[config.mk]
export PLATFORM = sky130hd
export DESIGN_NAME = path_feeder
export DESIGN_NICKNAME = d
export VERILOG_FILES = /design/src/rtl/path_feeder.sv
export SDC_FILE = /design/constraint.sdc
export NUM_CORES = 2
export LEC_CHECK = 0
export CORE_ASPECT_RATIO = 1.5
export CORE_UTILIZATION = 30
export CTS_BUF_LIST = sky130_fd_sc_hd__clkbuf_4 sky130_fd_sc_hd__clkbuf_8
export DETAILED_ROUTE_END_ITERATION = 8
export GPL_ROUTABILITY_DRIVEN = 1
export PLACE_DENSITY = 0.45
export SLEW_MARGIN = 30
export SYNTH_ARGS = -nofsm -noshare
export SYNTH_HDL_FRONTEND = slang
export SYNTH_SLANG_ARGS = --single-unit
[constraint.sdc]
create_clock -name i_clk -period 3.6 [get_ports i_clk]
set_input_delay 0.9 -clock i_clk [delete_from_list [all_inputs] [get_ports i_clk]]
set_output_delay 0.9 -clock i_clk [all_outputs]
set_load 0.005 [all_outputs]
[src/rtl/path_feeder.sv]
// Buffers one day of 12-bit path samples from a loader, then streams the day at one word per cycle.
// Latency: word 0 is on o_out_data two edges after the last load is accepted; a replay resend gives word 0 two edges later.
// Backpressure: the loader is stalled via o_load_ready outside FILL; the output stream has no backpressure.
// Build option: PATH_FEEDER_REPLAY_EN enables replay-then-advance resend handling; when undefined, every resend advances the day.
module path_feeder #(
  parameter int DATA_W   = 12,
  parameter int DAY_LEN  = 256,
  parameter int NUM_DAYS = 64
) (
  input  logic                        i_clk,
  input  logic                        i_rst_n,
  input  logic                        i_start,
  input  logic                        i_load_valid,
  input  logic [DATA_W-1:0]           i_load_data,
  output logic                        o_load_ready,
  input  logic                        i_resend,
  output logic                        o_out_valid,
  output logic [DATA_W-1:0]           o_out_data,
  output logic [$clog2(NUM_DAYS)-1:0] o_day_idx,
  output logic                        o_done
);

  localparam int PTR_W = $clog2(DAY_LEN);
  localparam int DAY_W = $clog2(NUM_DAYS);

  typedef enum logic [2:0] {S_IDLE, S_FILL, S_STREAM, S_HOLD, S_DONE} state_t;

  state_t              r_state;
  state_t              w_next;
  logic [DATA_W-1:0]   r_buf [DAY_LEN];
  logic [PTR_W-1:0]    r_wr_ptr;
  logic [PTR_W-1:0]    r_rd_ptr;
  logic [DAY_W-1:0]    r_day_idx;
  logic                r_done;
  logic                r_p1_vld;
  logic [DATA_W-1:0]   r_p1_dat;
  logic                r_out_vld;
  logic [DATA_W-1:0]   r_out_dat;
`ifdef PATH_FEEDER_REPLAY_EN
  logic                r_res;
`endif

  logic w_start, w_accept, w_last_load, w_rs, w_replay, w_advance;
  logic w_last_day, w_issue, w_last_issue, w_to_done;

  // Decode handshakes from the current state; a resend always pre-empts a stream issue.
  always_comb begin
    w_start      = i_start & ((r_state == S_IDLE) | (r_state == S_DONE));
    w_accept     = i_load_valid & (r_state == S_FILL);
    w_last_load  = w_accept & (r_wr_ptr == PTR_W'(DAY_LEN - 1));
    w_rs         = i_resend & ((r_state == S_STREAM) | (r_state == S_HOLD));
`ifdef PATH_FEEDER_REPLAY_EN
    w_replay     = w_rs & ~r_res;
`else
    w_replay     = 1'b0;
`endif
    w_advance    = w_rs & ~w_replay;
    w_last_day   = (r_day_idx == DAY_W'(NUM_DAYS - 1));
    w_to_done    = w_advance & w_last_day;
    w_issue      = (r_state == S_STREAM) & ~w_rs;
    w_last_issue = w_issue & (r_rd_ptr == PTR_W'(DAY_LEN - 1));
  end

  // Next-state selection; resend decisions override the normal sequence.
  always_comb begin
    w_next = r_state;
    case (r_state)
      S_IDLE:   if (w_start) w_next = S_FILL;
      S_FILL:   if (w_last_load) w_next = S_STREAM;
      S_STREAM: if (w_last_issue) w_next = S_HOLD;
      S_HOLD:   w_next = S_HOLD;
      S_DONE:   if (w_start) w_next = S_FILL;
      default:  w_next = S_IDLE;
    endcase
    if (w_replay) w_next = S_STREAM;
    if (w_advance) w_next = w_last_day ? S_DONE : S_FILL;
  end

  // State, pointers, day counter and the two-stage output pipeline.
  always_ff @(posedge i_clk or negedge i_rst_n) begin
    if (!i_rst_n) begin
      r_state   <= S_IDLE;
      r_wr_ptr  <= '0;
      r_rd_ptr  <= '0;
      r_day_idx <= '0;
      r_done    <= 1'b0;
      r_p1_vld  <= 1'b0;
      r_out_vld <= 1'b0;
      r_out_dat <= '0;
`ifdef PATH_FEEDER_REPLAY_EN
      r_res     <= 1'b0;
`endif
    end else begin
      r_state  <= w_next;
      r_p1_vld <= w_issue;
      if (w_start) begin
        r_day_idx <= '0;
        r_wr_ptr  <= '0;
        r_done    <= 1'b0;
`ifdef PATH_FEEDER_REPLAY_EN
        r_res     <= 1'b0;
`endif
      end
      if (w_accept)    r_wr_ptr <= r_wr_ptr + PTR_W'(1);
      if (w_last_load) r_rd_ptr <= '0;
      if (w_issue)     r_rd_ptr <= r_rd_ptr + PTR_W'(1);
      if (w_replay) begin
        r_rd_ptr <= '0;
`ifdef PATH_FEEDER_REPLAY_EN
        r_res    <= 1'b1;
`endif
      end
      if (w_advance) begin
`ifdef PATH_FEEDER_REPLAY_EN
        r_res <= 1'b0;
`endif
        if (w_last_day) begin
          r_done <= 1'b1;
        end else begin
          r_day_idx <= r_day_idx + DAY_W'(1);
          r_wr_ptr  <= '0;
        end
      end
      // Going to DONE silences the output; otherwise the last word is held when the stream stops.
      if (w_to_done) begin
        r_out_vld <= 1'b0;
        r_out_dat <= '0;
      end else begin
        r_out_vld <= r_p1_vld;
        if (r_p1_vld) r_out_dat <= r_p1_dat;
      end
    end
  end

  // Sample buffer write port and registered read; contents need no reset since a day is always refilled before it streams.
  always_ff @(posedge i_clk) begin
    if (w_accept) r_buf[r_wr_ptr] <= i_load_data;
    if (w_issue)  r_p1_dat <= r_buf[r_rd_ptr];
  end

  assign o_load_ready = (r_state == S_FILL);
  assign o_out_valid  = r_out_vld;
  assign o_out_data   = r_out_dat;
  assign o_day_idx    = r_day_idx;
  assign o_done       = r_done;

endmodule

Word-level counts from Yosys, hierarchy flattened:

Memory sizes are Yosys's and may differ from the RTL's. A register that Yosys moved wholly into a read port is not among the register bits.
Cells that the tools add are included.
W data, S select, Z words.

* register bits: 40
* latch bits: 0
* RAM bits: 3072
* ROM bits: 0
* input port bits: 17
* output and inout port bits: 21
* logic and storage cells: 60
* memories: 1

* $add $sub $neg: 3
* $mul: 0
* div/mod/pow operators: 0
* order comparisons: 0
* equality and inequality tests: 10
* shifts and indexed selects: 0
* multiplexer cells: 23
* bitwise logic cells: 10
* reductions and logical operators: 5

Memories
* r_buf: words 256, bits a word 12, read ports 1, clocked after memory_dff 1, write ports 1, RTL line 30 `logic [DATA_W-1:0] r_buf [DAY_LEN];`

Operators with widths (count)
* $mux W8: 6
* $mux W12: 2
* $mux W6: 3
* $add A8 B1 Y8 const B: 2
* $eq A8 B8 Y1 const B: 2
* $mux W3: 5
* $pmux W3 S4: 1
* $and A1 B1 Y1: 7
* $add A6 B1 Y6 const B: 1
* $eq A3 B2 Y1 const B: 2
* $eq A6 B6 Y1 const B: 1
* $mux W1: 6
* $ne A3 B1 Y1 const B: 2
* $reduce_bool A2 Y1: 2
* $eq A3 B1 Y1 const B: 1
* $eq A3 B3 Y1 const B: 1
* $logic_not A3 Y1: 1
* $ne A3 B3 Y1 const B: 1
* $reduce_and A3 Y1: 1
* $or A1 B1 Y1: 2
* $reduce_or A2 Y1: 1
* $not A1 Y1: 1

Longest topological paths before layout:

* word-level depth: 9
* mapped depth: 12
* mapped depth without buffers: 7

Least setup slack after synthesis:

OpenSTA, ideal clock, no wires.

* path type: input port to flip-flop
* start point: input port i_load_valid
* end point: memory r_buf[223][0] (enable)
* library setup time: 380 ps
* arrival: 2550 ps
* data required time: 3220 ps
* slack: 670 ps
* stages on the path: 7
* buffers on the path: 3
* cell sequence: and4bb_1 > and3_1 > clkbuf_1 > nand2_1 > clkbuf_1 > buf_1 > nor2_1

* word-level cells in the longest chain between the ends: 3

Ends and longest elaborated chain
* from (decl): RTL line 13 `input logic i_load_valid,`
* $and A1 B1 Y1: RTL line 49 `w_accept = i_load_valid & (r_state == S_FILL);`
* $mux W1: RTL line 137 `if (w_accept) r_buf[r_wr_ptr] <= i_load_data;`
* $mux W1 (implied by the code): RTL line 137
* to (decl): RTL line 30

No other way between the ends.

==> summary.md <==
| Metric | Value |
|---|---|
| Worst hold path type | input pin to flip-flop |
| Hold slack | 0.184 ns |
| Final Max Tran Viols | 0 |
| Commonest non-fill, non-tap cell in the layout | edfxtp_1 |
| Post-synth top flop | edfxtp_1 |
| CP max stage cell | mux4_2 |
| Total core area | 399000 um^2 |
| Worst setup EP type | flip-flop |
| Worst path max stage delay | 0.64 ns |
| Setup TNS | 0 ns |
| Post-synth EDFFs | 3084 |
| Crit path launch type | flip-flop |
| Crit path cell chain | buf_12 -> buf_12 -> buf_16 -> buf_4 -> mux4_2 -> mux4_2 -> a22oi_1 -> o211ai_1 -> and3_1 |
| Most frequent cells in the layout | edfxtp_1, mux4_2, buf_4 |
| Vias per cell | 4.95 |
| Clk root buf | clkbuf_8 |
| Worst-Margin Slew | 1.03 ns |
| Share of cells above drive strength 1 | 33.1% |
| Clk pwr share | 40.0% |
| Cells after synthesis | 5515 |
| Initial antenna violation count | 16 |
| Initial core utilization | 30.2% |
| Fmax | 282 MHz |
| Final min period | 3.55 ns |
| Routed Antenna Nets | 0 |
| Synth warn | 0 |
| Vias | 59800 |
| Worst-case clock buffer depth | 4 |
| Fin Clk Skew | 0.0855 ns |
| Routed WL per cell | 30.5 um |
| DIE WIDTH | 519 um |
| Worst-Skew Late Latency | 1.10 ns |
| Seq/Total Area, Yosys | 77.7% |
| PwrDens | 496 nW/um^2 |
| LEAKAGE | 43.1 nW |
| # port buffers | 37 |
| Slew headroom | 31.5% |
| Top Ports | 38 |
| Max FO, Critical Path | 35 |
| Hold Violations, Final | 0 |
| Yosys reg bits | 3124 |
| Asr flop ratio synth | 1.28% |
| Placer congestion estimate | 0.820 |
| Net Sw Frac | 22.1% |
| Clock slew seen by the registers of the worst setup and hold paths | 0.06 ns |
| Status | finished, final reports clean |
| Filler instances | 37200 |
| Int Pwr | 55.1 mW |
| Grt total ovfl | 0 |
| Die Footprint | 404000 um^2 |
| Iter 0 DRT Violations | 4607 |
| Final period util | 98.5% |
| Net Sw Power | 15.6 mW |
| Drt total wl | 369000 um |
| Remaining DRCs | 0 |
| First-pass GRT wire length | 513000 um |
| Syn nets | 5538 |
| CP Class | flip-flop to flip-flop |
| Num rows | 284 |
| Synthesized area | 121000 um^2 |
| WP data required | 4.46 ns |
| Area grow syn2layout | 18.2% |
| Gr usage total | 18.0% |
| Synth unique cells | 69 |
| Die Span Y | 778 um |
| CTS buffer count | 458 |
| Sinks on the clock net | 3124 |
| Post-layout util | 35.7% |
| Worst vdd ir | 286 uV |
| Final #Nets | 6430 |
| Largest net degree at the start of global routing | 110 |
| Htree depth | 5 |
| Critical Path AT | 4.40 ns |
| CTS tree | yes |
| Post-detail-place hpwl | 243000 um |
| Part of the power in registers | 57.0% |
| Drt pass-1 iters | 5 |
| Endpoints failing setup | 0 |
| Comb power frac | 2.9% |
| Vias in the first global route | 63900 |
| Mean Syn Cell Area | 21.9 um^2 |
| Max Cap Viol | 0 |
## cells in the mapped netlist (4+ instances only)
master     number  area share (%)
o221ai_1       56            0.41
a221oi_1       25            0.18
mux2i_1       243             2.0
nor4_1          8           0.042
a21oi_1        96            0.40
mux4_2        731              14
buf_8           6           0.075
nor2_1        308            0.96
buf_2          97            0.40
a31oi_1         6           0.031
nand2b_1       14           0.073
buf_4          50            0.31
ha_1            6           0.062
nand4_1        11           0.057
edfxtp_1     3084              77
or3_1           5           0.026
a22oi_1       101            0.63
buf_1          20           0.062
and2_1         16           0.083
a2111oi_0       8           0.058
nand3_1        31            0.13
nand2_1       111            0.35
a22o_1         19            0.14
or2_2           8           0.042
a211oi_1       14           0.087
nor3_1         26            0.11
and3_1          9           0.047
buf_6          29            0.27
o21ai_0        53            0.22
o31ai_1         4           0.025
inv_1           5           0.016
nor2b_1        19           0.099
nor3b_1         5           0.031
dfrtp_1        40            0.83
o211ai_1       22            0.14
o22ai_1        50            0.26
clkbuf_1      118            0.37
mux2_2          9           0.084
## worst max-delay path: cells and delay by family (launching register included)
| family | cells | cell delay (ns) |
|---|---|---|
| buf+inv | 4 | 0.87 |
| simple gates | 1 | 0.25 |
| compound gates | 2 | 0.45 |
| flops | 1 | 0.46 |
| mux | 2 | 1.15 |
## flip-flops by register name (all words and copies together) (netlist names)
signal / cells
o_out_valid: 1
r_rd_ptr: 8
r_wr_ptr: 8
o_out_data: 12
o_day_idx: 6
r_state: 3
r_buf: 3072
r_p1_dat: 12
r_p1_vld: 1
o_done: 1
## power groups by stage
stage | combinational [mW] | sequential [mW] | clock, mW
finish | 2.06 | 40.3 | 28.3
global route | 2.15 | 40.3 | 30.5
floorplan | 0.461 | 41.1 | 0
global placement | 2.06 | 41.1 | 0
detailed placement | 2.12 | 41.1 | 0
CTS | 2.12 | 40.3 | 29.1
## worst paths after layout
check                                   startpoint                         to  slack, ns  depth (start not counted)
setup / recovery           r_rd_ptr[0]$_DFFE_PN0P_     r_p1_dat[11]$_DFFE_PP_       0.05                          9
hold / removal                      i_load_data[3]    r_buf[135][3]$_DFFE_PP_       0.18                          1
setup reg to reg           r_rd_ptr[0]$_DFFE_PN0P_     r_p1_dat[11]$_DFFE_PP_       0.05                          9
hold reg to reg                   o_done$_DFF_PN0_           o_done$_DFF_PN0_       0.50                          1
max in group asynchronous                  i_rst_n     o_day_idx[5]$_DFF_PN0_       2.32                          3
min in group asynchronous                  i_rst_n  o_out_data[3]$_DFFE_PN0P_       0.43                          2
## metal layers
| layer | up-vias | routed length [um] | global-route usage, % | share of wire [%] |
|---|---|---|---|---|
| met2 | 1579 | 201000 | 34.0 | 55 |
| li1 | 25100 | - | - | - |
| met5 | - | 13 | 0 | 0.0035 |
| met4 | 2 | 15000 | 7.20 | 4.1 |
| met3 | 516 | 14600 | 2.20 | 4.0 |
| met1 | 32500 | 138000 | 20.5 | 37 |
## timing repair
action / in CTS / in global routing
hold buffers: 1 / 0
setup endpoints to repair: 10 / 9
endpoints found under the hold margin: 25 / 0
cloned: 0 / 2
buffers inserted: 2 / 0
gates resized for setup: 13 / 14
## stage by stage
step,power [mW],instances,setup WS (ns),cell area (um^2)
2_1_floorplan,41.5,5515,0.670,121000
3_3_place_gp,43.2,11200,-0.425,133000
3_5_place_dp,43.2,11200,-0.420,133000
4_1_cts,71.6,12100,0.00404,142000
5_1_grt,72.9,12100,-0.0510,142000
6_report,70.7,12100,0.0548,142000
## kinds of logic (layout without fill, tap and decap cells)
group,count (synthesis),in the layout,synth area share (%)
flip-flops,3124,3124,77.7
multiplexers,983,983,15.8
AND/OR/NAND/NOR,587,587,2.16
AO/OA/AOI/OAI,485,485,2.79
buffers and inverters,326,1585,1.51
adder cells (fa/ha/maj),6,6,0.0623
XOR/XNOR,4,4,0.0291
other,0,12,0
## layout make-up
| class | instances | area, um^2 | area share [%] |
|---|---|---|---|
| clock buffer | 632 | 7700 | 5.40 |
| timing repair buffer | 752 | 8030 | 5.64 |
| clock inverter | 195 | 1130 | 0.795 |
| antenna | 12 | 30.0 | 0.0211 |
| sequential | 3124 | 93600 | 65.7 |
| tap | 5291 | 6620 | 4.65 |
| multi-input combinational | 2065 | 25300 | 17.8 |
| inverter | 6 | 25.0 | 0.0176 |
(Power assumes the default switching activity.)
